<file path="config.mk">
export PLATFORM = sky130hd
export DESIGN_NAME = filtro_debounce
export DESIGN_NICKNAME = d
export VERILOG_FILES = /design/src/rtl/filtro_pkg.sv /design/src/rtl/sincronizador_2ff.sv /design/src/rtl/filtro_debounce.sv
export SDC_FILE = /design/constraint.sdc
export NUM_CORES = 1
export LEC_CHECK = 0
export CELL_PAD_IN_SITES_DETAIL_PLACEMENT = 2
export CELL_PAD_IN_SITES_GLOBAL_PLACEMENT = 2
export CORE_MARGIN = 2
export CORE_UTILIZATION = 35
export CTS_CLUSTER_DIAMETER = 80
export DETAILED_ROUTE_END_ITERATION = 6
export PLACE_DENSITY_LB_ADDON = 0.15
export SETUP_SLACK_MARGIN = 0.4
export SKIP_CTS_REPAIR_TIMING = 1
export SLEW_MARGIN = 20
export SYNTH_ARGS = -nofsm -noshare
export SYNTH_HDL_FRONTEND = slang
export SYNTH_SLANG_ARGS = --single-unit
export TNS_END_PERCENT = 5
</file>
<file path="constraint.sdc">
create_clock -name clock_filtro -period 3.39 [get_ports clock_filtro]
set_clock_uncertainty 0.2 [all_clocks]
set_input_delay 0.339 -clock clock_filtro [delete_from_list [all_inputs] [get_ports clock_filtro]]
set_output_delay 0.339 -clock clock_filtro [all_outputs]
set_load 0.005 [all_outputs]
</file>
<file path="src/rtl/filtro_pkg.sv">
// Shared definitions for the filtro_debounce button filter.
// Optional event counters are enabled with FILTRO_EVENTOS_EN.
package filtro_pkg;

  typedef enum logic [1:0] {
    ESTAVEL_BAIXO = 2'b00,
    SUBINDO       = 2'b01,
    ESTAVEL_ALTO  = 2'b11,
    DESCENDO      = 2'b10
  } estado_t;

  localparam int CONTAGEM_PADRAO = 50000;
  localparam int CONTAGEM_SIM    = 4;

endpackage

</file>
<file path="src/rtl/sincronizador_2ff.sv">
// Two-flop synchronizer for asynchronous button levels.
// Same clock and synchronous active-low reset as its user.
module sincronizador_2ff (
  input  logic clock_filtro,
  input  logic reset,
  input  logic entrada,
  output logic saida
);

  logic sinc1;
  logic sinc2;

  always_ff @(posedge clock_filtro) begin
    if (!reset) begin
      sinc1 <= 1'b0;
      sinc2 <= 1'b0;
    end else begin
      sinc1 <= entrada;
      sinc2 <= sinc1;
    end
  end

  assign saida = sinc2;

endmodule

</file>
<file path="src/rtl/filtro_debounce.sv">
// Debounce filter: synchronizer, stability counter and 4-state FSM.
// Define FILTRO_EVENTOS_EN to add the eventos/rejeitados counters.
module filtro_debounce
  import filtro_pkg::*;
#(
  parameter int CONTAGEM = CONTAGEM_PADRAO,
  parameter int LARGURA  = 16
) (
  input  logic       clock_filtro,
  input  logic       reset,
  input  logic       clock_inicial,
`ifdef FILTRO_EVENTOS_EN
  output logic [7:0] eventos,
  output logic [7:0] rejeitados,
`endif
  output logic       clock_final,
  output logic       pulso_subida,
  output logic       pulso_descida,
  output logic       ocupado
);

  localparam logic [LARGURA-1:0] LIMITE = LARGURA'(CONTAGEM - 1);
  localparam logic [LARGURA-1:0] UM     = LARGURA'(1);

  logic               sinc2;
  estado_t            estado, estado_n;
  logic [LARGURA-1:0] contador, contador_n;
  logic               final_n;
  logic               subida_n;
  logic               descida_n;
  logic               aborto;

  sincronizador_2ff u_sinc (
    .clock_filtro (clock_filtro),
    .reset        (reset),
    .entrada      (clock_inicial),
    .saida        (sinc2)
  );

  always_comb begin
    estado_n   = estado;
    contador_n = contador;
    final_n    = clock_final;
    subida_n   = 1'b0;
    descida_n  = 1'b0;
    aborto     = 1'b0;
    unique case (estado)
      ESTAVEL_BAIXO: begin
        if (sinc2) begin
          estado_n   = SUBINDO;
          contador_n = UM;
        end else begin
          contador_n = '0;
        end
      end
      SUBINDO: begin
        if (!sinc2) begin
          estado_n   = ESTAVEL_BAIXO;
          contador_n = '0;
          aborto     = 1'b1;
        end else if (contador == LIMITE) begin
          estado_n   = ESTAVEL_ALTO;
          contador_n = '0;
          final_n    = 1'b1;
          subida_n   = 1'b1;
        end else begin
          contador_n = contador + UM;
        end
      end
      ESTAVEL_ALTO: begin
        if (!sinc2) begin
          estado_n   = DESCENDO;
          contador_n = UM;
        end else begin
          contador_n = '0;
        end
      end
      DESCENDO: begin
        if (sinc2) begin
          estado_n   = ESTAVEL_ALTO;
          contador_n = '0;
          aborto     = 1'b1;
        end else if (contador == LIMITE) begin
          estado_n   = ESTAVEL_BAIXO;
          contador_n = '0;
          final_n    = 1'b0;
          descida_n  = 1'b1;
        end else begin
          contador_n = contador + UM;
        end
      end
      default: begin
        estado_n   = ESTAVEL_BAIXO;
        contador_n = '0;
      end
    endcase
  end

  always_ff @(posedge clock_filtro) begin
    if (!reset) begin
      estado        <= ESTAVEL_BAIXO;
      contador      <= '0;
      clock_final   <= 1'b0;
      pulso_subida  <= 1'b0;
      pulso_descida <= 1'b0;
      ocupado       <= 1'b0;
    end else begin
      estado        <= estado_n;
      contador      <= contador_n;
      clock_final   <= final_n;
      pulso_subida  <= subida_n;
      pulso_descida <= descida_n;
      ocupado       <= (estado_n == SUBINDO) ||
                       (estado_n == DESCENDO);
    end
  end

`ifdef FILTRO_EVENTOS_EN
  // eventos wraps; rejeitados saturates
  always_ff @(posedge clock_filtro) begin
    if (!reset) begin
      eventos    <= 8'd0;
      rejeitados <= 8'd0;
    end else begin
      if (subida_n)
        eventos <= eventos + 8'd1;
      if (aborto && (rejeitados != 8'hFF))
        rejeitados <= rejeitados + 8'd1;
    end
  end
`endif

endmodule
</file>
==> results_dict.tcl, run 1 <==
set metrics [dict create \
    period_share 0.607 \
    min_from "u_sinc.sinc1" \
    multi_input_area_um2 626 \
    yosys_warnings 0 \
    synth_ff_type "dfxtp_1" \
    instances_no_fill 170 \
    slew_headroom 0.730 \
    drv_slew 0 \
    synthTopCellsByCount "dfxtp_1, nor2_1, xnor2_1" \
    fillers 379 \
    num_vias 874 \
    critPathBufInv 0 \
    diodes 0 \
    cap_violations 0 \
    dpl_cell_area_um2 1240 \
    cts.path.max_buffers 2 \
    dp_hpwl_um 1960 \
    timing.rr.start "contador[0]" \
    area.growth.synth_to_final_pct 9.07 \
    final_nets 129 \
    ys_seq_area_frac 0.410 \
    synth-simple-area-share 0.355 \
    start_kind "register" \
    pin_count 7 \
    detail-route-antenna-nets 0 \
    start_util 0.357 \
    wl_per_cell_um 15.8 \
    finalInstanceArea_um2 1280 \
    grt_overflow 0 \
    via_per_inst 5.14 \
    grt_usage 0.163 \
    synth_fa_ha_area_frac 0.0107 \
    worstPathCellList "ha_1 > and3_1 > nand4_2 > nand3_2 > nor2_1" \
    regArea_um2 480 \
    path_clk_slew_ns 0.14 \
    htree_levels 1 \
    hold_ws_ns 0.264 \
    port_buffers 6 \
    firstDrtPassIters 3 \
    drive_gt1_frac 0.145 \
    final_util 0.389 \
    worst-setup-path-type "reg2reg" \
    synth_area_leaders "dfxtp_1, xnor2_1, nor2_1" \
    rows 21 \
    p_leak_nw 0.392 \
    slowest_delay_ns 0.47 \
    cts_tree "yes" \
    grt_start_max_net_pins 16 \
    worst_slew_pin_slew_ns 0.404 \
    synth.cell_area_um2 1170 \
    syn-num-nets 125 \
    avgSynthCellArea_um2 9.69 \
    clkLatencyLatePin_ns 0.32 \
    critPathTopFamily "simple AND/OR/NAND/NOR gates" \
    setup_viol 0 \
    crit_arrival_ns 2.07 \
    dp.cells 166 \
    synth-compound-area-share 0.0630 \
    numCtsBuffers 3 \
    core_um2 3280 \
    netlist_instances 121 \
    crit_fanout 15 \
    synth_top_family_by_area "simple AND/OR/NAND/NOR gates" \
    peakVddDrop_uv 120 \
    antenna_found_initial 0 \
    powerDensity_nw_per_um2 354 \
    place_congestion 0.727 \
    fmax_mhz 486 \
    rsz0062_at_grt "false" \
    die_h_um 61.9 \
    synth_most_common_cell "dfxtp_1" \
    synth_top_cell_by_area "dfxtp_1" \
    synth_edf_count 0 \
    ys_ff_latch 24 \
    drc 0 \
    critPathCaptureType "register" \
    synth_cell_type_count 37 \
    hold_path_class "reg2reg" \
    fin_crit_ns 2.06 \
    required_ns 3.40 \
    dr.first_iter.drc_count 12 \
    die_width_um 61.9 \
    cp_slowest_cell "dfxtp_1" \
    grt_pass1_wl_um 4450 \
    synth_top_area_frac 0.410 \
    grt_pass1_vias 903 \
    fin_setup_tns_ns 0 \
    die_area_um2 3830 \
    async_reset_ff_frac 0 \
    muxShareOfSynthArea 0 \
    wl_um 2690 \
    yosys.area_share.xor_xnor 0.105 \
    startpoint "contador[0]" \
    hold_viol 0 \
    status "complete, no violations" \
    cts_sinks 24 \
    cts_root_buffer "clkbuf_4" \
]
[power by group]
part | internal, mW | switching [mW] | total (mW)
logic | 0.00443 | 0.00430 | 0.00873
clock network | 0.0657 | 0.0915 | 0.157
registers | 0.284 | 0.00208 | 0.286
total | 0.354 | 0.0978 | 0.452
[per-stage QoR]
stage / setup WS, ns / power [mW]
floorplan: 1.73 / 0.297
global placement: 1.45 / 0.301
detailed placement: 1.36 / 0.301
CTS: 1.32 / 0.461
global route: 1.20 / 0.475
finish: 1.33 / 0.452
[cell families (layout without fill, tap and decap cells)]
family | Yosys count | in the layout
AOI/OAI and AO/OA | 11 | 11
buffers and inverters | 12 | 15
xor gates and xnor gates | 14 | 14
and+or+nand+nor | 59 | 59
DFF | 24 | 24
adders and majority gates | 1 | 1
[routing by layer]
| metal | share of wire | routed length, µm | up-vias | track usage |
|---|---|---|---|---|
| met3 | 0.015 | 41 | 2 | 0.0248 |
| met4 | 0.0082 | 22 | 0 | 0.0760 |
| met5 | 0 | 0 | - | 0 |
| met2 | 0.47 | 1250 | 4 | 0.260 |
| met1 | 0.51 | 1370 | 439 | 0.216 |
| li1 | - | - | 429 | - |
[cells in the final DEF, fill, tap and decap left out, types with 4 or more instances in the layout]
cell type and instances:
clkdlybuf4s50_1 6, dfxtp_1 24, inv_1 5, nand3_1 7
nor2_1 15, nor3_1 4, nor4_2 4, o211ai_1 4
xnor2_1 12
[flip-flops by register name, indices dropped and copies added (netlist names)]
| name | count |
|---|---|
| u_sinc.sinc1 | 1 |
| estado | 2 |
| ocupado | 1 |
| u_sinc.saida | 1 |
| contador | 16 |
| pulso_descida | 1 |
| clock_final | 1 |
| pulso_subida | 1 |
[path summary, 6_finish.rpt]
kind | end | slack [ns] | cells past startpoint
min reg2reg | u_sinc.saida | 0.26 | 1
max | contador[8] | 1.33 | 5
max reg2reg | contador[8] | 1.33 | 5
min | u_sinc.saida | 0.26 | 1
[area by class of cell]
| cell class | count | share of cell area |
|---|---|---|
| Tap cell | 46 | 0.0450 |
| Clock buffer | 4 | 0.0284 |
| Timing Repair Buffer | 6 | 0.0470 |
| Sequential cell | 24 | 0.376 |
| Multi-Input combinational cell | 85 | 0.489 |
| Inverter | 5 | 0.0147 |
[worst reg2reg max path, stage by stage, from the launching register on]
cell,delay [ns]
dfxtp_1,0.47
ha_1,0.26
and3_1,0.31
nand4_2,0.24
nand3_2,0.37
nor2_1,0.10
Power figures use the tool's default switching activity.
==> run 2: changes to the inputs <==
Clock period 3.39 ns to 2 ns, I/O delays scaled along.
==> results_dict.tcl, run 2 (synthesis gave the netlist of run 1 again) <==
set metrics [dict create \
    drv_slew 0 \
    rows 21 \
    cts_root_buffer "clkbuf_4" \
    reg_top3 "contador x16, estado x2" \
    place_congestion 0.763 \
    via_per_inst 5.04 \
    reg2reg_depth 5 \
    status "complete, no violations" \
    worstHoldPathCells 1 \
    dp_hpwl_um 1960 \
    numCtsBuffers 3 \
    fmax_mhz 634 \
    die_h_um 61.9 \
    clkLatencyLatePin_ns 0.32 \
    htree_levels 1 \
    crit_fanout 3 \
    layout_commonest_cell "nor2_1" \
    antenna_found_initial 0 \
    worstPathCellList "clkdlybuf4s50_1" \
    worstSetupPathDepth 1 \
    worst_slew_pin_slew_ns 0.314 \
    crit_arrival_ns 1.18 \
    area.growth.synth_to_final_pct 22.3 \
    slew_headroom 0.791 \
    firstDrtPassIters 2 \
    regMostFlops "contador" \
    peakVddDrop_uv 229 \
    mostFrequentLayoutCells "nor2_1, xnor2_1, dfxtp_1, dfxtp_2" \
    largest_reg_flops 16 \
    cp_slowest_cell "clkdlybuf4s50_1" \
    start_util 0.357 \
    detail-route-antenna-nets 0 \
    cts_sinks 24 \
    powerDensity_nw_per_um2 530 \
    hold_path_class "reg2reg" \
    grt_start_max_net_pins 16 \
    rsz0062_at_grt "true" \
    fin_setup_tns_ns 0 \
    fin_ws_ns 0.422 \
    cts_tree "yes" \
    final_nets 132 \
    core_um2 3280 \
    grt_overflow 0 \
    grt_pass1_vias 884 \
    hold_ws_ns 0.261 \
    num_vias 872 \
    critPathCaptureType "primary output" \
    drc 0 \
    die_area_um2 3830 \
    start_kind "register" \
    critPathBufInv 1 \
    worst-setup-path-type "reg2out" \
    port_buffers 6 \
    cap_violations 0 \
    hold_viol 0 \
    die_width_um 61.9 \
    diodes 0 \
    setup_viol 0 \
    grt_pass1_wl_um 4150 \
    wl_per_cell_um 15.2 \
    required_ns 1.60 \
    cts.path.max_buffers 2 \
    path_clk_slew_ns 0.13 \
    dpl_worst_slack_ns 0.178 \
    p_leak_nw 0.447 \
    dr.first_iter.drc_count 26 \
    period_share 0.789 \
    pin_count 7 \
    fin_crit_ns 1.58 \
    grt_usage 0.153 \
    drive_gt1_frac 0.323 \
    critPathTopFamily "buffers and inverters" \
    wl_um 2620 \
    slowest_delay_ns 0.50 \
]
-- run 2: changes by cell type in the layout (fill, tap and decap cells not counted), sizes merged --
cell / change
buf: +3
-- run 2: final timing paths --
check,from,end,slack (ns)
setup / recovery,clock_final,clock_final,0.42
hold / removal,u_sinc.sinc1,u_sinc.saida,0.26
setup reg to reg,contador[0],ocupado,0.44
hold reg to reg,u_sinc.sinc1,u_sinc.saida,0.26
-- run 2: report_power, final --
part | switching (mW) | internal (mW) | leakage, nW
Sequential | 0.00442 | 0.478 | 0.201
Combinational | 0.00858 | 0.0100 | 0.225
Clock | 0.147 | 0.111 | 0.0210
-- run 2: routing by layer --
layer  wire (µm)  global-route usage
met1        1230               0.184
met2        1300               0.266
met3          39              0.0248
met4          58              0.0729
met5           0                   0
-- run 2: metrics by stage --
stage                     utilization  cell area, µm²  cells  power [mW]
final                           0.437            1430    173       0.759
after CTS                       0.398            1310    173       0.785
after floorplan                     -            1180    121       0.503
after detailed placement        0.387            1270    169       0.514
after global routing            0.437            1430    173       0.806
after global placement          0.387            1270    169       0.513
-- run 2: layout make-up --
class / instances / area [µm²]
Fill cell: 345 / 1850
Multi-Input combinational cell: 85 / 736
Sequential cell: 24 / 503
Timing Repair Buffer: 9 / 82.6
Tap cell: 46 / 57.6
Clock buffer: 4 / 36.3
Inverter: 5 / 18.8
==> run 3: changes to the inputs <==
Settings changed: CORE_UTILIZATION 35 to 33.
Clock period 2 ns to 1.3 ns, I/O delays scaled along.
==> results_dict.tcl, run 3 (synthesis gave the netlist of run 1 again) <==
set metrics [dict create \
    regMostFlops "contador" \
    pin_count 7 \
    rr_endpoint "contador[14]" \
    port_buffers 6 \
    cts_tree "yes" \
    drc 0 \
    rrSetupSlack_ns -0.31 \
    start_kind "register" \
    hold_path_class "in2reg" \
    start_util 0.349 \
    cts_sinks 24 \
    num_vias 995 \
    hold_viol 0 \
    dpl_worst_slack_ns -0.334 \
    fmax_mhz 621 \
    crit_arrival_ns 1.65 \
    cts_root_buffer "clkbuf_4" \
    detail-route-antenna-nets 0 \
    grt_start_max_net_pins 16 \
    grt_usage 0.179 \
    die_width_um 63.6 \
    rsz0062_at_grt "true" \
    firstDrtPassIters 4 \
    reg2reg_depth 5 \
    slew_headroom 0.793 \
    die_area_um2 4050 \
    p_leak_nw 0.576 \
    period_share 1.24 \
    numCtsBuffers 3 \
    die_h_um 63.6 \
    setup_viol 22 \
    core_um2 3360 \
    dp_hpwl_um 2470 \
    diodes 0 \
    final_util 0.476 \
    critPathCaptureType "register" \
    wl_per_cell_um 17.1 \
    cap_violations 0 \
    dr.first_iter.drc_count 29 \
    fin_crit_ns 1.61 \
    final_nets 156 \
    worst-setup-path-type "reg2reg" \
    largest_reg_flops 16 \
    powerDensity_nw_per_um2 744 \
    violations "negative setup slack" \
    cts.path.max_buffers 2 \
    endpoint "contador[14]" \
    area.growth.synth_to_final_pct 36.5 \
    worst_slew_pin_slew_ns 0.309 \
    grt_pass1_wl_um 5560 \
    timing.rr.start "contador[0]" \
    antenna_found_initial 0 \
    startpoint "contador[0]" \
    status "complete, but fails checks" \
    crit_fanout 4 \
    fillers 374 \
    htree_levels 1 \
    wl_um 3380 \
    fin_ws_ns -0.311 \
    reg_top3 "contador x16, estado x2" \
    drv_slew 0 \
    required_ns 1.33 \
    path_clk_slew_ns 0.14 \
    mostFrequentLayoutCells "buf_4, nor2_1, xnor2_1, dfxtp_1, dfxtp_2" \
    peakVddDrop_uv 409 \
    drive_gt1_frac 0.450 \
    rows 21 \
    fin_setup_tns_ns -5.99 \
    worstHoldPathCells 4 \
    via_per_inst 5.05 \
    place_congestion 0.763 \
    grt_pass1_vias 1106 \
    grt_overflow 0 \
    clkLatencyLatePin_ns 0.32 \
    layout_commonest_cell "buf_4" \
]
[run 3: critical path, stage by stage, from the launching register on]
cell,delay [ns]
dfxtp_4,0.39
ha_4,0.14
nand3_1,0.19
nor4_2,0.38
xnor2_1,0.17
nor2_1,0.05
[run 3: final cells by class]
type | count | area, µm² | area share
Clock buffer | 4 | 36.3 | 0.0227
Inverter | 5 | 18.8 | 0.0117
Sequential cell | 24 | 498 | 0.311
Timing Repair Buffer | 32 | 267 | 0.167
Tap cell | 46 | 57.6 | 0.0360
Multi-Input combinational cell | 86 | 723 | 0.452
[run 3: per-stage QoR]
step                      cells  power (mW)  hold WS [ns]  instance area, µm²
after detailed placement    192       0.798         0.228                1510
after floorplan             121       0.773        0.0573                1250
after global routing        197        1.25        0.0190                1600
after CTS                   196        1.20         0.188                1540
after global placement      192       0.795         0.221                1510
final                       197        1.19        0.0353                1600
[run 3: metal layers]
| layer | vias up | global-route usage | part of all wire |
|---|---|---|---|
| li1 | 483 | - | - |
| met1 | 500 | 0.218 | 0.45 |
| met2 | 10 | 0.329 | 0.52 |
| met3 | 2 | 0.0375 | 0.017 |
| met4 | 0 | 0.0245 | 0.0053 |
| met5 | - | 0 | 0 |
[run 3: worst min path at each step]
| stage | start | to | slack (ns) |
|---|---|---|---|
| 5_1_grt | reset | contador[0] | 0.02 |
| 6_report | reset | ocupado | 0.04 |
| 3_3_place_gp | u_sinc.sinc1 | u_sinc.saida | 0.22 |
| 2_1_floorplan | clock_inicial | u_sinc.sinc1 | 0.06 |
| 4_1_cts | clock_inicial | u_sinc.sinc1 | 0.19 |
| 3_5_place_dp | u_sinc.sinc1 | u_sinc.saida | 0.23 |
[run 3: power breakdown]
part / internal (mW) / switching (mW) / total (mW) / leakage (nW)
clock network: 0.171 / 0.232 / 0.403 / 0.0210
logic: 0.0238 / 0.0207 / 0.0444 / 0.355
registers: 0.739 / 0.00358 / 0.743 / 0.200
==> RTL edit 1, RTL diff (flow settings as in run 3) <==
The output `pulso_descida` loses its register stage (`pulso_descida` becomes a continuous assignment).
--- a/src/rtl/filtro_debounce.sv
+++ b/src/rtl/filtro_debounce.sv
@@ -103,5 +103,4 @@
       clock_final   <= 1'b0;
       pulso_subida  <= 1'b0;
-      pulso_descida <= 1'b0;
       ocupado       <= 1'b0;
     end else begin
@@ -110,9 +109,10 @@
       clock_final   <= final_n;
       pulso_subida  <= subida_n;
-      pulso_descida <= descida_n;
       ocupado       <= (estado_n == SUBINDO) ||
                        (estado_n == DESCENDO);
     end
   end
+
+  assign pulso_descida = descida_n;
 
 `ifdef FILTRO_EVENTOS_EN
Behaviour: no difference found for any inputs over 10 cycles, from zero or initial values and one cycle with reset low; that may be too few to reach the edited logic, so the function may still have changed.
==> RTL edit 1 against run 3 <==
The run ends with hold timing, setup timing left. Final area shrank 5.5%. Area after synthesis shrank 8.3%. Via count shrank 2.2%. Count of clock-buffer cells in the layout shrank 1. Highest routed layer unchanged. Sequential share of layout area grew 0.23 points. Sequential cell count shrank 1. Global-route usage grew 1.2 points. Setup slack lost 190 ps. Power shrank 6.5%. Critical path depth shrank 1. Critical path type is now reg2out. Combinational power grew 2%. Wire length grew 3.6%.
==> RTL edit 1: results (changes against run 3) <==
stage,metric,value,unit,change
logic_synthesis,ys async rst share,0,%,unchanged
placement,pre-CTS setup slack,-575,ps,-241 ps
sta,hold_ws,-7.51,ps,-42.8 ps
power,Peak supply drop,0.586,mV,+44%
clock_tree,clock root buffer master,clkbuf_4,,
final_layout,layout cells sized above 1,40.0,%,-5.0 points
global_route,antenna violations before repair,0,,unchanged
final_layout,fill cell count,342,,-8.6%
sta,"Worst Setup Slack, final",-502,ps,-190 ps
sta,Final setup viols,21,,-4.5%
final_layout,Ant. Diodes,0,,unchanged
logic_synthesis,area share of the largest cell type after synthesis,42.8,%,+1.9 points
final_layout,Non-Filler Instances,199,,+1.0%
placement,area post-placement,1450,sq um,-3.6%
sta,final hold violations,1,,+1
clock_tree,CTS Buf Count,3,,unchanged
power,leakage power,0.557,nW,-3.3%
global_route,number of global-route vias before repair,1039,,-6.1%
logic_synthesis,yosys warns,0,,unchanged
logic_synthesis,"Seq/Total Area, Yosys",42.8,%,+1.9 points
routing,initial DRC count,19,,-34%
clock_tree,"Clk Latency, worst-skew pair",330,ps,
placement,Port Buffers,6,,unchanged
logic_synthesis,ys flop type,dfxtp_1,,
sta,pin slew with the least headroom to its limit,342,ps,+33.7 ps
placement,placed cells,193,,+0.52%
worst_setup_path,crit path max fanout,2,,-2
worst_hold_path,Hold Path Class,in2reg,,
global_route,first-pass GRT wire length,5060,um,-8.9%
final_layout,synthesis-to-layout area growth,40.7,%,
logic_synthesis,largest cells by area after synthesis,"dfxtp_1, xnor2_1, nor2_1, nand4_4, nand3_1",,
placement,DP HPWL,2400,um,-3.0%
global_route,GRT Total Usage,19.1,%,+1.2 points
logic_synthesis,Synth cell types,29,,-22%
clock_tree,H-tree lvl count,1,,unchanged
sta,Setup TNS,-8450,ps,-2460 ps
routing,Via density,4.89,,-3.2%
final_layout,number of nets in the layout,160,,+2.6%
run_status,status,finished with violations,,
global_route,largest net degree at the start of global routing,16,,unchanged
run_status,failing checks,"hold timing, setup timing",,
logic_synthesis,"area leader, netlist",dfxtp_1,,
routing,WL final,3500,um,+3.6%
final_layout,top flop regs,"contador: 16 flops, estado: 2 flops",,
logic_synthesis,Post-synth top cells,"dfxtp_1, nor2_1, xnor2_1",,
logic_synthesis,Synth Net Count,119,,-4.8%
logic_synthesis,Syn Area/Cell,9.35,sq um,-3.5%
clock_tree,Max clock buf depth,2,,unchanged
routing,drt first pass iters,4,,unchanged
clock_tree,Clock Pin Slew Worst Setup and Hold Paths,130,ps,
placement,placer congestion estimate,0.742,,-2.7%
worst_setup_path,Critical Path AT,1470,ps,-180 ps
[RTL edit 1: cell types whose count changed in the layout (fill, tap and decap cells not counted), sizes merged, moves of 2 or more]
cell | run 3 | this run
o21ai | 3 | 5
nor4 | 5 | 3
nor2 | 17 | 19
and4bb | 0 | 2
and4 | 2 | 0
clkbuf | 4 | 7
and4b | 2 | 0
nor3 | 5 | 7
nor2b | 3 | 1
nand2b | 0 | 2
buf | 29 | 33
[RTL edit 1: cell type report]
cell class	instances	share of cell area [%]
clock inverter	1	0.331
multi-input combinational	84	41.4
inverter	5	1.24
sequential	23	31.3
tap	44	3.64
timing repair buffer	39	20.5
clock buffer	3	1.49
[RTL edit 1: cell families after synthesis]
kind of cell | count (synthesis) | share of synthesized area [%]
buf+inv | 8 | 3.14
mux | 1 | 1.05
simple gates | 57 | 33.3
flops | 23 | 42.8
compound gates | 11 | 7.10
xor+xnor | 14 | 11.4
fa+ha+maj | 1 | 1.16
[RTL edit 1: metal layers]
metal / up-vias / global-route usage [%] / wire length [um]
met5: - / 0 / 0
met4: 0 / 6.52 / 56
met3: 5 / 3.15 / 53
met2: 9 / 33.3 / 1840
met1: 481 / 23.9 / 1550
li1: 478 / - / -
[RTL edit 1: critical path: stages, from the launching register on]
cell	delay, ps
dfxtp_2	360
nor4b_4	350
nand4_4	160
nor3_4	130
clkbuf_2	130
[RTL edit 1: final timing paths]
kind                                   start       endpoint  slack [ps]  depth (start not counted)
worst min register to register  u_sinc.sinc1   u_sinc.saida         300                          1
worst max register to register   contador[7]    clock_final        -450                          6
worst min-delay path                   reset    clock_final          -8                          3
worst max-delay path             contador[7]  pulso_descida        -500                          4
[RTL edit 1: report_power, final]
part | switching (mW) | internal (mW)
sequential | 0.00430 | 0.707
clock | 0.241 | 0.116
combinational | 0.0208 | 0.0243
==> RTL edit 2, RTL diff (flow settings as in run 3) <==
Made on the original files. The option `FILTRO_EVENTOS_EN` is turned on by a define.
--- a/src/rtl/filtro_debounce.sv
+++ b/src/rtl/filtro_debounce.sv
@@ -1,4 +1,6 @@
 // Debounce filter: synchronizer, stability counter and 4-state FSM.
 // Define FILTRO_EVENTOS_EN to add the eventos/rejeitados counters.
+`define FILTRO_EVENTOS_EN
+
 module filtro_debounce
   import filtro_pkg::*;
Check against the original RTL (old outputs only; new: eventos and rejeitados): equivalent (Yosys induction, for registers that start in step).
==> RTL edit 2 against run 3 <==
Area after synthesis rose by 59%. Die area rose by 55%. Critical path depth rose by 1. The run still ends with setup timing left. Maximum frequency fell by 30%. Power rose by 110%. Wire length rose to 3.2 times the old value. Final area rose by 93%. Largest power group unchanged. Sequential cell count rose by 16. Combinational power rose by 98%. Setup slack got worse by 690 ps.
==> RTL edit 2: results (changes against run 3) <==
stage,metric,value,unit,change
placement,pre-CTS setup slack,-639,ps,-306 ps
logic_synthesis,Synth Area in Compound Gates,16.2,%,+9.9 points
final_layout,comb_multi_in,153,,+78%
placement,area post-placement,2780,sq um,+84%
clock_tree,H-tree lvl count,2,,+1
final_layout,Multi-input gate area,1140,sq um,+58%
run_status,status,finished with violations,,
global_route,first-pass GRT wire length,13100,um,+140%
worst_hold_path,hold path cells,2,,-2
power,Power per Cell Area,790,nW/um^2,+6.2%
worst_setup_path,crit-path max cell delay,500,ps,+110 ps
sta,Final setup viols,40,,+82%
floorplanning,Die W,79.1,um,+24%
worst_setup_path,CP max stage cell,nor4_1,,
final_layout,number of nets in the layout,319,,+100%
routing,Routed WL per cell,27.9,um,+63%
routing,WL final,10800,um,+220%
sta,"Worst Setup Slack, final",-1000,ps,-692 ps
global_route,largest net degree at the start of global routing,15,,-1
final_layout,Clock-cell share,3.72,%,+1.5 points
routing,Via Count,2255,,+130%
worst_setup_path,crit path max fanout,10,,+6
global_route,GRT Total Usage,27.4,%,+9.5 points
final_layout,top flop regs,"contador: 16 flops, eventos: 8 flops, rejeitados: 8 flops",,
final_layout,register area,832,sq um,+67%
run_status,failing checks,setup timing,,
clock_tree,clock root buffer master,clkbuf_8,,
final_layout,layout cells sized above 1,52.2,%,+7.2 points
logic_synthesis,Syn Area/Cell,8.82,sq um,-8.9%
power,clock network fraction of design power,45.9,%,+12 points
logic_synthesis,Synth Net Count,217,,+74%
power,Peak supply drop,0.812,mV,+99%
sta,hold_ws,233,ps,+198 ps
worst_setup_path,Critical Path AT,2350,ps,+700 ps
worst_setup_path,reg2reg path depth,6,,+1
clock_tree,CTS Sinks,40,,+67%
final_layout,nonclk buf count,104,,+230%
sta,Setup TNS,-20490,ps,"-14,500 ps"
final_layout,buffer share of cell area,28.5,%,+12 points
power,Comb. pwr,87.7,uW,+98%
power,leakage power,1.16,nW,+100%
logic_synthesis,Post-synth top cells,"dfxtp_1, nor2_1, nand2_1",,
final_layout,clock buffers,5,,+1
placement,placed cells,376,,+96%
final_layout,synthesis-to-layout area growth,66.1,%,
logic_synthesis,Synth cell types,39,,+5.4%
logic_synthesis,adder-cell share of the synthesized area,2.02,%,+0.95 points
placement,DP HPWL,6000,um,+140%
RTL edit 2: changes by cell type in the layout (fill, tap and decap cells not counted), sizes merged, moves of 4 or more:
cell,before,now
nand2,3,12
nand4,4,9
clkbuf,4,12
o41ai,0,4
or4,0,5
dfxtp,24,40
nor2,17,21
inv,5,10
o31ai,0,6
buf,29,94
o21ai,3,8
a21oi,1,9
o311ai,0,4
RTL edit 2: metal layers:
| layer | up-vias | part of all wire [%] | track usage, % |
|---|---|---|---|
| li1 | 990 | - | - |
| met1 | 1131 | 39 | 29.9 |
| met2 | 98 | 52 | 54.0 |
| met3 | 36 | 5.1 | 5.45 |
| met4 | 0 | 4.0 | 5.86 |
| met5 | - | 0 | 0 |
RTL edit 2: path summary, 6_finish.rpt:
check / start / to
worst max register to register: contador[7] / eventos[5]
worst min-delay path: clock_inicial / u_sinc.sinc1
worst min register to register: u_sinc.sinc1 / u_sinc.saida
worst max-delay path: contador[7] / eventos[5]
